--- config.mk ---
export PLATFORM = sky130hd
export DESIGN_NAME = novena_clk_monitor
export DESIGN_NICKNAME = d
export VERILOG_FILES = /design/src/rtl/novena_clk_monitor_pkg.sv /design/src/rtl/novena_sync_ff.sv /design/src/rtl/novena_clk_monitor.sv
export SDC_FILE = /design/constraint.sdc
export NUM_CORES = 1
export LEC_CHECK = 0
export CAP_MARGIN = 15
export CORE_UTILIZATION = 50
export CTS_BUF_LIST = sky130_fd_sc_hd__clkbuf_4
export DETAILED_ROUTE_END_ITERATION = 12
export PLACE_DENSITY_LB_ADDON = 0.25
export SYNTH_ARGS = -nofsm -noshare
export SYNTH_HDL_FRONTEND = slang
export SYNTH_HIERARCHICAL = 1
export SYNTH_SLANG_ARGS = --single-unit
export TNS_END_PERCENT = 10
--- constraint.sdc ---
create_clock -name sys_clk -period 5.26 [get_ports sys_clk]
set_input_delay 1.315 -clock sys_clk [delete_from_list [all_inputs] [get_ports sys_clk]]
set_output_delay 1.315 -clock sys_clk [all_outputs]
set_load 0.05 [all_outputs]
--- src/rtl/novena_clk_monitor_pkg.sv ---
// Shared types and default timing constants for the gclk supervisor.
// Defaults assume a 50 MHz gclk sampled by a 200 MHz sys_clk (nominal distance 4).
package novena_clk_monitor_pkg;

    typedef enum logic [1:0] {
        ACQUIRE = 2'd0,
        HOLD    = 2'd1,
        LOCKED  = 2'd2
    } mon_state_t;

    localparam int DEF_PERIOD_MIN = 3;
    localparam int DEF_PERIOD_MAX = 5;
    localparam int DEF_TIMEOUT    = 16;

endpackage

--- src/rtl/novena_sync_ff.sv ---
// N-stage flop synchronizer with asynchronous active-high reset to RST_VAL.
module novena_sync_ff #(
    parameter int   STAGES  = 2,
    parameter logic RST_VAL = 1'b0
) (
    input  logic clk,
    input  logic rst,
    input  logic d,
    output logic q
);

    logic [STAGES-1:0] sync_r;

    always_ff @(posedge clk or posedge rst) begin
        if (rst) begin
            sync_r <= {STAGES{RST_VAL}};
        end else begin
            sync_r[0] <= d;
            for (int i = 1; i < STAGES; i++) begin
                sync_r[i] <= sync_r[i-1];
            end
        end
    end

    assign q = sync_r[STAGES-1];

endmodule

--- src/rtl/novena_clk_monitor.sv ---
// Watches gclk from the sys_clk side: measures edge distance, detects loss,
// off-frequency and MCU reset, and drives a stretched reset request.
//   state   | meaning
//   ACQUIRE | waiting for LOCK_EDGES consecutive good gclk periods
//   HOLD    | gclk good, stretching reset for HOLD_CYCLES
//   LOCKED  | gclk trusted, clk_ok high
module novena_clk_monitor
    import novena_clk_monitor_pkg::*;
#(
    parameter int SYNC_STAGES = 2,
    parameter int PERIOD_MIN  = DEF_PERIOD_MIN,
    parameter int PERIOD_MAX  = DEF_PERIOD_MAX,
    parameter int TIMEOUT     = DEF_TIMEOUT,
    parameter int LOCK_EDGES  = 8,
    parameter int HOLD_CYCLES = 64,
    parameter int CNT_W       = 8,
    parameter int LOSS_W      = 8
) (
    input  logic              sys_clk,
    input  logic              sys_rst,
    input  logic              gclk_in,
    input  logic              reset_mcu_b,
    output logic              clk_ok,
    output logic              rst_req,
    output logic              clk_lost,
    output logic [CNT_W-1:0]  last_period,
    output logic [LOSS_W-1:0] loss_count
);

    localparam int GOOD_W = $clog2(LOCK_EDGES + 1);
    localparam int HOLD_W = $clog2(HOLD_CYCLES + 1);

    localparam logic [CNT_W-1:0]  TIMER_MAX = '1;
    localparam logic [CNT_W-1:0]  P_MIN     = CNT_W'(PERIOD_MIN);
    localparam logic [CNT_W-1:0]  P_MAX     = CNT_W'(PERIOD_MAX);
    localparam logic [CNT_W-1:0]  P_TIMEOUT = CNT_W'(TIMEOUT);
    localparam logic [GOOD_W-1:0] GOOD_LOCK = GOOD_W'(LOCK_EDGES);
    localparam logic [GOOD_W-1:0] GOOD_MAX  = '1;
    localparam logic [HOLD_W-1:0] HOLD_LAST = HOLD_W'(HOLD_CYCLES - 1);
    localparam logic [HOLD_W-1:0] HOLD_MAX  = '1;

    logic              gclk_s;
    logic              mcu_rst_b_s;
    logic              mcu_rst;
    logic              gclk_prev;
    logic              rise;
    logic [CNT_W-1:0]  timer;
    logic              ref_valid;
    logic              in_range;
    logic              good_edge;
    logic              bad_edge;
    logic              timeout;
    logic              fault;

    mon_state_t        state, state_nxt;
    logic [GOOD_W-1:0] good_cnt, good_cnt_nxt;
    logic [HOLD_W-1:0] hold_cnt, hold_cnt_nxt;
    logic              lost_nxt;
    logic [LOSS_W-1:0] loss_count_nxt;

    novena_sync_ff #(.STAGES(SYNC_STAGES), .RST_VAL(1'b0)) u_sync_gclk (
        .clk (sys_clk),
        .rst (sys_rst),
        .d   (gclk_in),
        .q   (gclk_s)
    );

    // Reset value 0 means the MCU is treated as in reset until proven otherwise.
    novena_sync_ff #(.STAGES(SYNC_STAGES), .RST_VAL(1'b0)) u_sync_mcu_rst (
        .clk (sys_clk),
        .rst (sys_rst),
        .d   (reset_mcu_b),
        .q   (mcu_rst_b_s)
    );

    assign mcu_rst   = ~mcu_rst_b_s;
    assign rise      = gclk_s & ~gclk_prev;
    assign in_range  = (timer >= P_MIN) && (timer <= P_MAX);
    assign good_edge = rise & ref_valid & in_range;
    assign bad_edge  = rise & ref_valid & ~in_range;
    assign timeout   = ref_valid & ~rise & (timer == P_TIMEOUT);
    assign fault     = bad_edge | timeout;

    always_ff @(posedge sys_clk or posedge sys_rst) begin
        if (sys_rst) begin
            gclk_prev   <= 1'b0;
            timer       <= '0;
            ref_valid   <= 1'b0;
            last_period <= '0;
        end else begin
            gclk_prev <= gclk_s;
            if (rise) begin
                timer <= CNT_W'(1);
            end else if (timer != TIMER_MAX) begin
                timer <= timer + CNT_W'(1);
            end
            if (mcu_rst) begin
                ref_valid <= 1'b0;
            end else if (rise) begin
                ref_valid <= 1'b1;
            end else if (timeout) begin
                ref_valid <= 1'b0;
            end
            if (rise && ref_valid && !mcu_rst) begin
                last_period <= timer;
            end
        end
    end

    always_comb begin
        state_nxt      = state;
        good_cnt_nxt   = good_cnt;
        hold_cnt_nxt   = hold_cnt;
        lost_nxt       = 1'b0;
        loss_count_nxt = loss_count;
        if (mcu_rst) begin
            state_nxt    = ACQUIRE;
            good_cnt_nxt = '0;
            hold_cnt_nxt = '0;
        end else begin
            case (state)
                ACQUIRE: begin
                    if (fault) begin
                        good_cnt_nxt = '0;
                    end else if (good_edge) begin
                        if (good_cnt != GOOD_MAX) begin
                            good_cnt_nxt = good_cnt + GOOD_W'(1);
                        end
                        if (good_cnt_nxt >= GOOD_LOCK) begin
                            state_nxt    = HOLD;
                            good_cnt_nxt = '0;
                            hold_cnt_nxt = '0;
                        end
                    end
                end
                HOLD: begin
                    if (fault) begin
                        state_nxt    = ACQUIRE;
                        good_cnt_nxt = '0;
                        hold_cnt_nxt = '0;
                    end else begin
                        if (hold_cnt != HOLD_MAX) begin
                            hold_cnt_nxt = hold_cnt + HOLD_W'(1);
                        end
                        if (hold_cnt == HOLD_LAST) begin
                            state_nxt = LOCKED;
                        end
                    end
                end
                LOCKED: begin
                    if (fault) begin
                        state_nxt    = ACQUIRE;
                        good_cnt_nxt = '0;
                        hold_cnt_nxt = '0;
                        lost_nxt     = 1'b1;
                        if (loss_count != '1) begin
                            loss_count_nxt = loss_count + LOSS_W'(1);
                        end
                    end
                end
                default: begin
                    state_nxt    = ACQUIRE;
                    good_cnt_nxt = '0;
                    hold_cnt_nxt = '0;
                end
            endcase
        end
    end

    // Outputs follow the next state so they flip in the same cycle as state.
    always_ff @(posedge sys_clk or posedge sys_rst) begin
        if (sys_rst) begin
            state      <= ACQUIRE;
            good_cnt   <= '0;
            hold_cnt   <= '0;
            clk_ok     <= 1'b0;
            rst_req    <= 1'b1;
            clk_lost   <= 1'b0;
            loss_count <= '0;
        end else begin
            state      <= state_nxt;
            good_cnt   <= good_cnt_nxt;
            hold_cnt   <= hold_cnt_nxt;
            clk_ok     <= (state_nxt == LOCKED);
            rst_req    <= (state_nxt != LOCKED);
            clk_lost   <= lost_nxt;
            loss_count <= loss_count_nxt;
        end
    end

endmodule

==> flow_results.xml <==
<?xml version="1.0" encoding="UTF-8"?>
<metrics>
  <group name="sta">
    <metric name="maxSlewHeadroom" unit="%">63.0</metric>
    <metric name="fin_tns_setup" unit="ns">0</metric>
    <metric name="hold_violations" unit="">0</metric>
    <metric name="final.min_clock_period" unit="ns">3.01</metric>
    <metric name="fmaxAchievable" unit="GHz">0.332</metric>
    <metric name="period_utilization_post_route" unit="%">57.2</metric>
    <metric name="setup_viol_count_final" unit="">0</metric>
    <metric name="grt_setup_unrepaired" unit="">no</metric>
    <metric name="timing.hold.ws" unit="ns">0.363</metric>
    <metric name="worst-slew-pin-transition" unit="ns">0.554</metric>
    <metric name="finalClockSkew" unit="ns">0.0132</metric>
    <metric name="slew_violations" unit="">0</metric>
  </group>
  <group name="synthesis">
    <metric name="synth_sequential_area_ratio" unit="%">47.2</metric>
    <metric name="syn_area" unit="sq um">2440</metric>
    <metric name="synth_largest_area_cell" unit="">dfrtp_1</metric>
    <metric name="synth_area_per_cell" unit="sq um">10.2</metric>
    <metric name="postSynth.asyncResetShare" unit="%">100</metric>
    <metric name="synthMostInstantiatedCell" unit="">dfrtp_1</metric>
    <metric name="synth-warning-count" unit="">6</metric>
    <metric name="synth_top_area_share" unit="%">46.1</metric>
    <metric name="synth_flop_cell" unit="">dfrtp_1</metric>
    <metric name="synthTopCellsByCount" unit="">dfrtp_1 (45), inv_1 (16), nand2_1 (14), nor2_1 (14), nand3_1 (13)</metric>
    <metric name="yosysUniqueCellTypes" unit="">53</metric>
    <metric name="synth_enable_flop_cells" unit="">0</metric>
    <metric name="yosys-top-cells-area" unit="">dfrtp_1 (46%), ha_1 (5.6%), mux2_2 (3.7%)</metric>
    <metric name="ys_ff_latch" unit="">46</metric>
    <metric name="synth.net_count" unit="">254</metric>
    <metric name="syn_inst" unit="">239</metric>
  </group>
  <group name="cts">
    <metric name="cts_setup_buffers" unit="">0</metric>
    <metric name="clkSlewWorstSetupHoldPaths" unit="ns">0.14</metric>
    <metric name="number_of_clock_buffers_inserted_by_tritoncts" unit="">5</metric>
    <metric name="cts.hold.buffers_added" unit="">0</metric>
    <metric name="cts_resized" unit="">0</metric>
    <metric name="cts.sinks" unit="">46</metric>
    <metric name="max-clock-path-buffers" unit="">2</metric>
    <metric name="clock_tree_from_tritoncts" unit="">yes</metric>
    <metric name="htree_levels" unit="">2</metric>
    <metric name="worst_skew_pair.late_latency" unit="ns">0.37</metric>
    <metric name="cts.root.buffer_cell" unit="">clkbuf_4</metric>
  </group>
  <group name="run">
    <metric name="drv_cap" unit="">0</metric>
  </group>
  <group name="detailed_routing">
    <metric name="detailedRoute.firstPassIterationCount" unit="">4</metric>
    <metric name="drt-wirelength-per-cell" unit="um">13.5</metric>
    <metric name="detailedRoute.firstIterationViolations" unit="">87</metric>
    <metric name="via_count" unit="">1851</metric>
    <metric name="routed_wirelength" unit="um">4420</metric>
    <metric name="ant_nets" unit="">0</metric>
    <metric name="post-route-drc-count" unit="">0</metric>
    <metric name="via_per_inst" unit="">5.66</metric>
  </group>
  <group name="die">
    <metric name="fp.dieH" unit="um">71.9</metric>
    <metric name="coreArea" unit="sq um">4720</metric>
    <metric name="std_cell_rows" unit="">25</metric>
    <metric name="die-area" unit="sq um">5170</metric>
    <metric name="die_w" unit="um">71.9</metric>
    <metric name="floorplan.io_pins" unit="">23</metric>
    <metric name="initial_core_util" unit="%">51.7</metric>
  </group>
  <group name="critical_path">
    <metric name="crit_end_category" unit="">output port</metric>
    <metric name="crit_reg_reg_endpoint" unit="">hold_cnt[2]$_DFFE_PP0P_</metric>
    <metric name="slowest_library_cell_on_the_worst_path" unit="">clkdlybuf4s50_1</metric>
    <metric name="type_of_element_launching_the_critical_path" unit="">flop</metric>
    <metric name="timing.rr.start" unit="">timer[3]$_DFFE_PP0P_</metric>
    <metric name="critical_path_class" unit="">reg2out</metric>
    <metric name="worstSetupStartpoint" unit="">rst_req$_DFF_PP1_</metric>
    <metric name="critical_path_s_top_delay_family" unit="">buffers and inverters</metric>
    <metric name="cp_data_required_time" unit="ns">3.94</metric>
    <metric name="reg2reg_depth" unit="">5</metric>
    <metric name="crit_arrival" unit="ns">1.70</metric>
    <metric name="worst-r2r-setup-slack" unit="ns">2.63</metric>
    <metric name="worst-path-max-fanout" unit="">1</metric>
    <metric name="cp_slowest_stage_delay" unit="ns">0.79</metric>
    <metric name="timing.critical_path.cells" unit="">clkdlybuf4s50_1</metric>
    <metric name="cp_num_buf_inv" unit="">1</metric>
  </group>
  <group name="min_path">
    <metric name="hold_path_startpoint" unit="">u_sync_gclk/sync_r[0]$_DFF_PP0_</metric>
    <metric name="min_path_type" unit="">reg2reg</metric>
    <metric name="whs_endpoint" unit="">u_sync_gclk/sync_r[1]$_DFF_PP0_</metric>
    <metric name="hold-path-cell-count" unit="">0</metric>
  </group>
  <group name="global_route">
    <metric name="antenna_found_initial" unit="">0</metric>
    <metric name="grt_first_pass_wirelength" unit="um">7750</metric>
    <metric name="track_usage" unit="%">19.4</metric>
    <metric name="globalRouteOverflowTotal" unit="">0</metric>
    <metric name="grt_start_max_net_pins" unit="">43</metric>
    <metric name="grt_pass1_vias" unit="">1734</metric>
  </group>
  <group name="power">
    <metric name="power-per-cell-area" unit="nW/um^2">305</metric>
    <metric name="power.static_leakage" unit="uW">0.00125</metric>
    <metric name="design_power" unit="uW">853</metric>
    <metric name="worst_ir_drop_vdd" unit="mV">0.173</metric>
  </group>
  <group name="cells_and_area">
    <metric name="antenna-diode-count" unit="">0</metric>
    <metric name="areaGrowthSynthToFinish" unit="%">14.5</metric>
    <metric name="nets" unit="">274</metric>
    <metric name="final_design_area_no_fill" unit="sq um">2800</metric>
    <metric name="final-instance-count-excl-fill" unit="">327</metric>
    <metric name="layout-drive-gt1-share" unit="%">8.46</metric>
  </group>
  <group name="placed_design">
    <metric name="dp_hpwl" unit="um">3130</metric>
    <metric name="port_buffers" unit="">22</metric>
    <metric name="placement.cell_area" unit="sq um">2700</metric>
    <metric name="global_placement_routability_congestion" unit="">0.816</metric>
    <metric name="dp.cells" unit="">319</metric>
  </group>
  <group name="run_status">
    <metric name="outcome" unit="">finished clean</metric>
  </group>
</metrics>
[cell usage in the layout (no fill, tap or decap), types with 5 or more instances in the layout]
cell type        instances
a21oi_1                  6
a31oi_1                  7
and2_1                   8
clkbuf_4                 5
clkdlybuf4s50_1         22
dfrtp_1                 45
ha_1                    11
inv_1                   16
mux2_2                   8
nand2_1                 14
nand3_1                 13
nand4_1                  7
nor2_1                  14
nor3_1                   8
o21ai_0                  7
xnor2_1                  6
[area by class of cell]
type / instances / area, sq um
Tap cell: 67 / 83.8
Clock buffer: 5 / 37.5
Clock inverter: 3 / 63.8
Fill cell: 424 / 1930
Timing Repair Buffer: 23 / 228
Sequential cell: 46 / 1150
Inverter: 16 / 60.1
Multi-Input combinational cell: 167 / 1170
[sequential cells by signal, indices dropped and copies added, names as in the netlist]
signal                 cells
clk_lost                   1
good_cnt                   4
ref_valid                  1
rst_req                    1
clk_ok                     1
loss_count                 8
u_sync_gclk/sync_r         2
timer                      8
state                      2
hold_cnt                   7
last_period                8
u_sync_mcu_rst/sync_r      2
gclk_prev                  1
[per-layer routing]
metal	global-route usage, %	up-vias	part of all wire [%]
li1	-	909	-
met1	25.8	901	48
met2	31.6	34	47
met3	3.75	7	3.3
met4	7.63	0	1.5
met5	0	-	0
[per-stage QoR]
step | utilization (%) | setup slack (ns)
floorplan | - | 2.86
finish | 59.2 | 2.25
detailed placement | 57.1 | 2.66
CTS | 59.2 | 2.22
global placement | 57.1 | 2.67
global route | 59.2 | 2.19
[where the power goes]
part	switching (uW)	leakage (uW)	internal, uW
clock	114	0.0000528	146
combinational	110	0.000585	64.4
sequential	35.0	0.000614	384
[how the worst max path moves through the flow]
stage / endpoint / slack, ns / cells past startpoint
floorplan: hold_cnt[2]$_DFFE_PP0P_ / 2.86 / 8
global placement: rst_req / 2.67 / 1
detailed placement: hold_cnt[0]$_DFFE_PP0P_ / 2.66 / 5
CTS: rst_req / 2.22 / 1
global route: loss_count[7] / 2.19 / 1
finish: rst_req / 2.25 / 1
[cells by family after synthesis]
| logic type | after synthesis | share of synthesized area [%] |
|---|---|---|
| AND/OR/NAND/NOR | 86 | 19.0 |
| buffers and inverters | 26 | 4.87 |
| XOR/XNOR | 10 | 3.59 |
| adder cells (fa/ha/maj) | 11 | 5.64 |
| AO/OA/AOI/OAI | 50 | 15.3 |
| flip-flops | 46 | 47.2 |
| multiplexers | 10 | 4.51 |
Power figures use the tool's default switching activity.
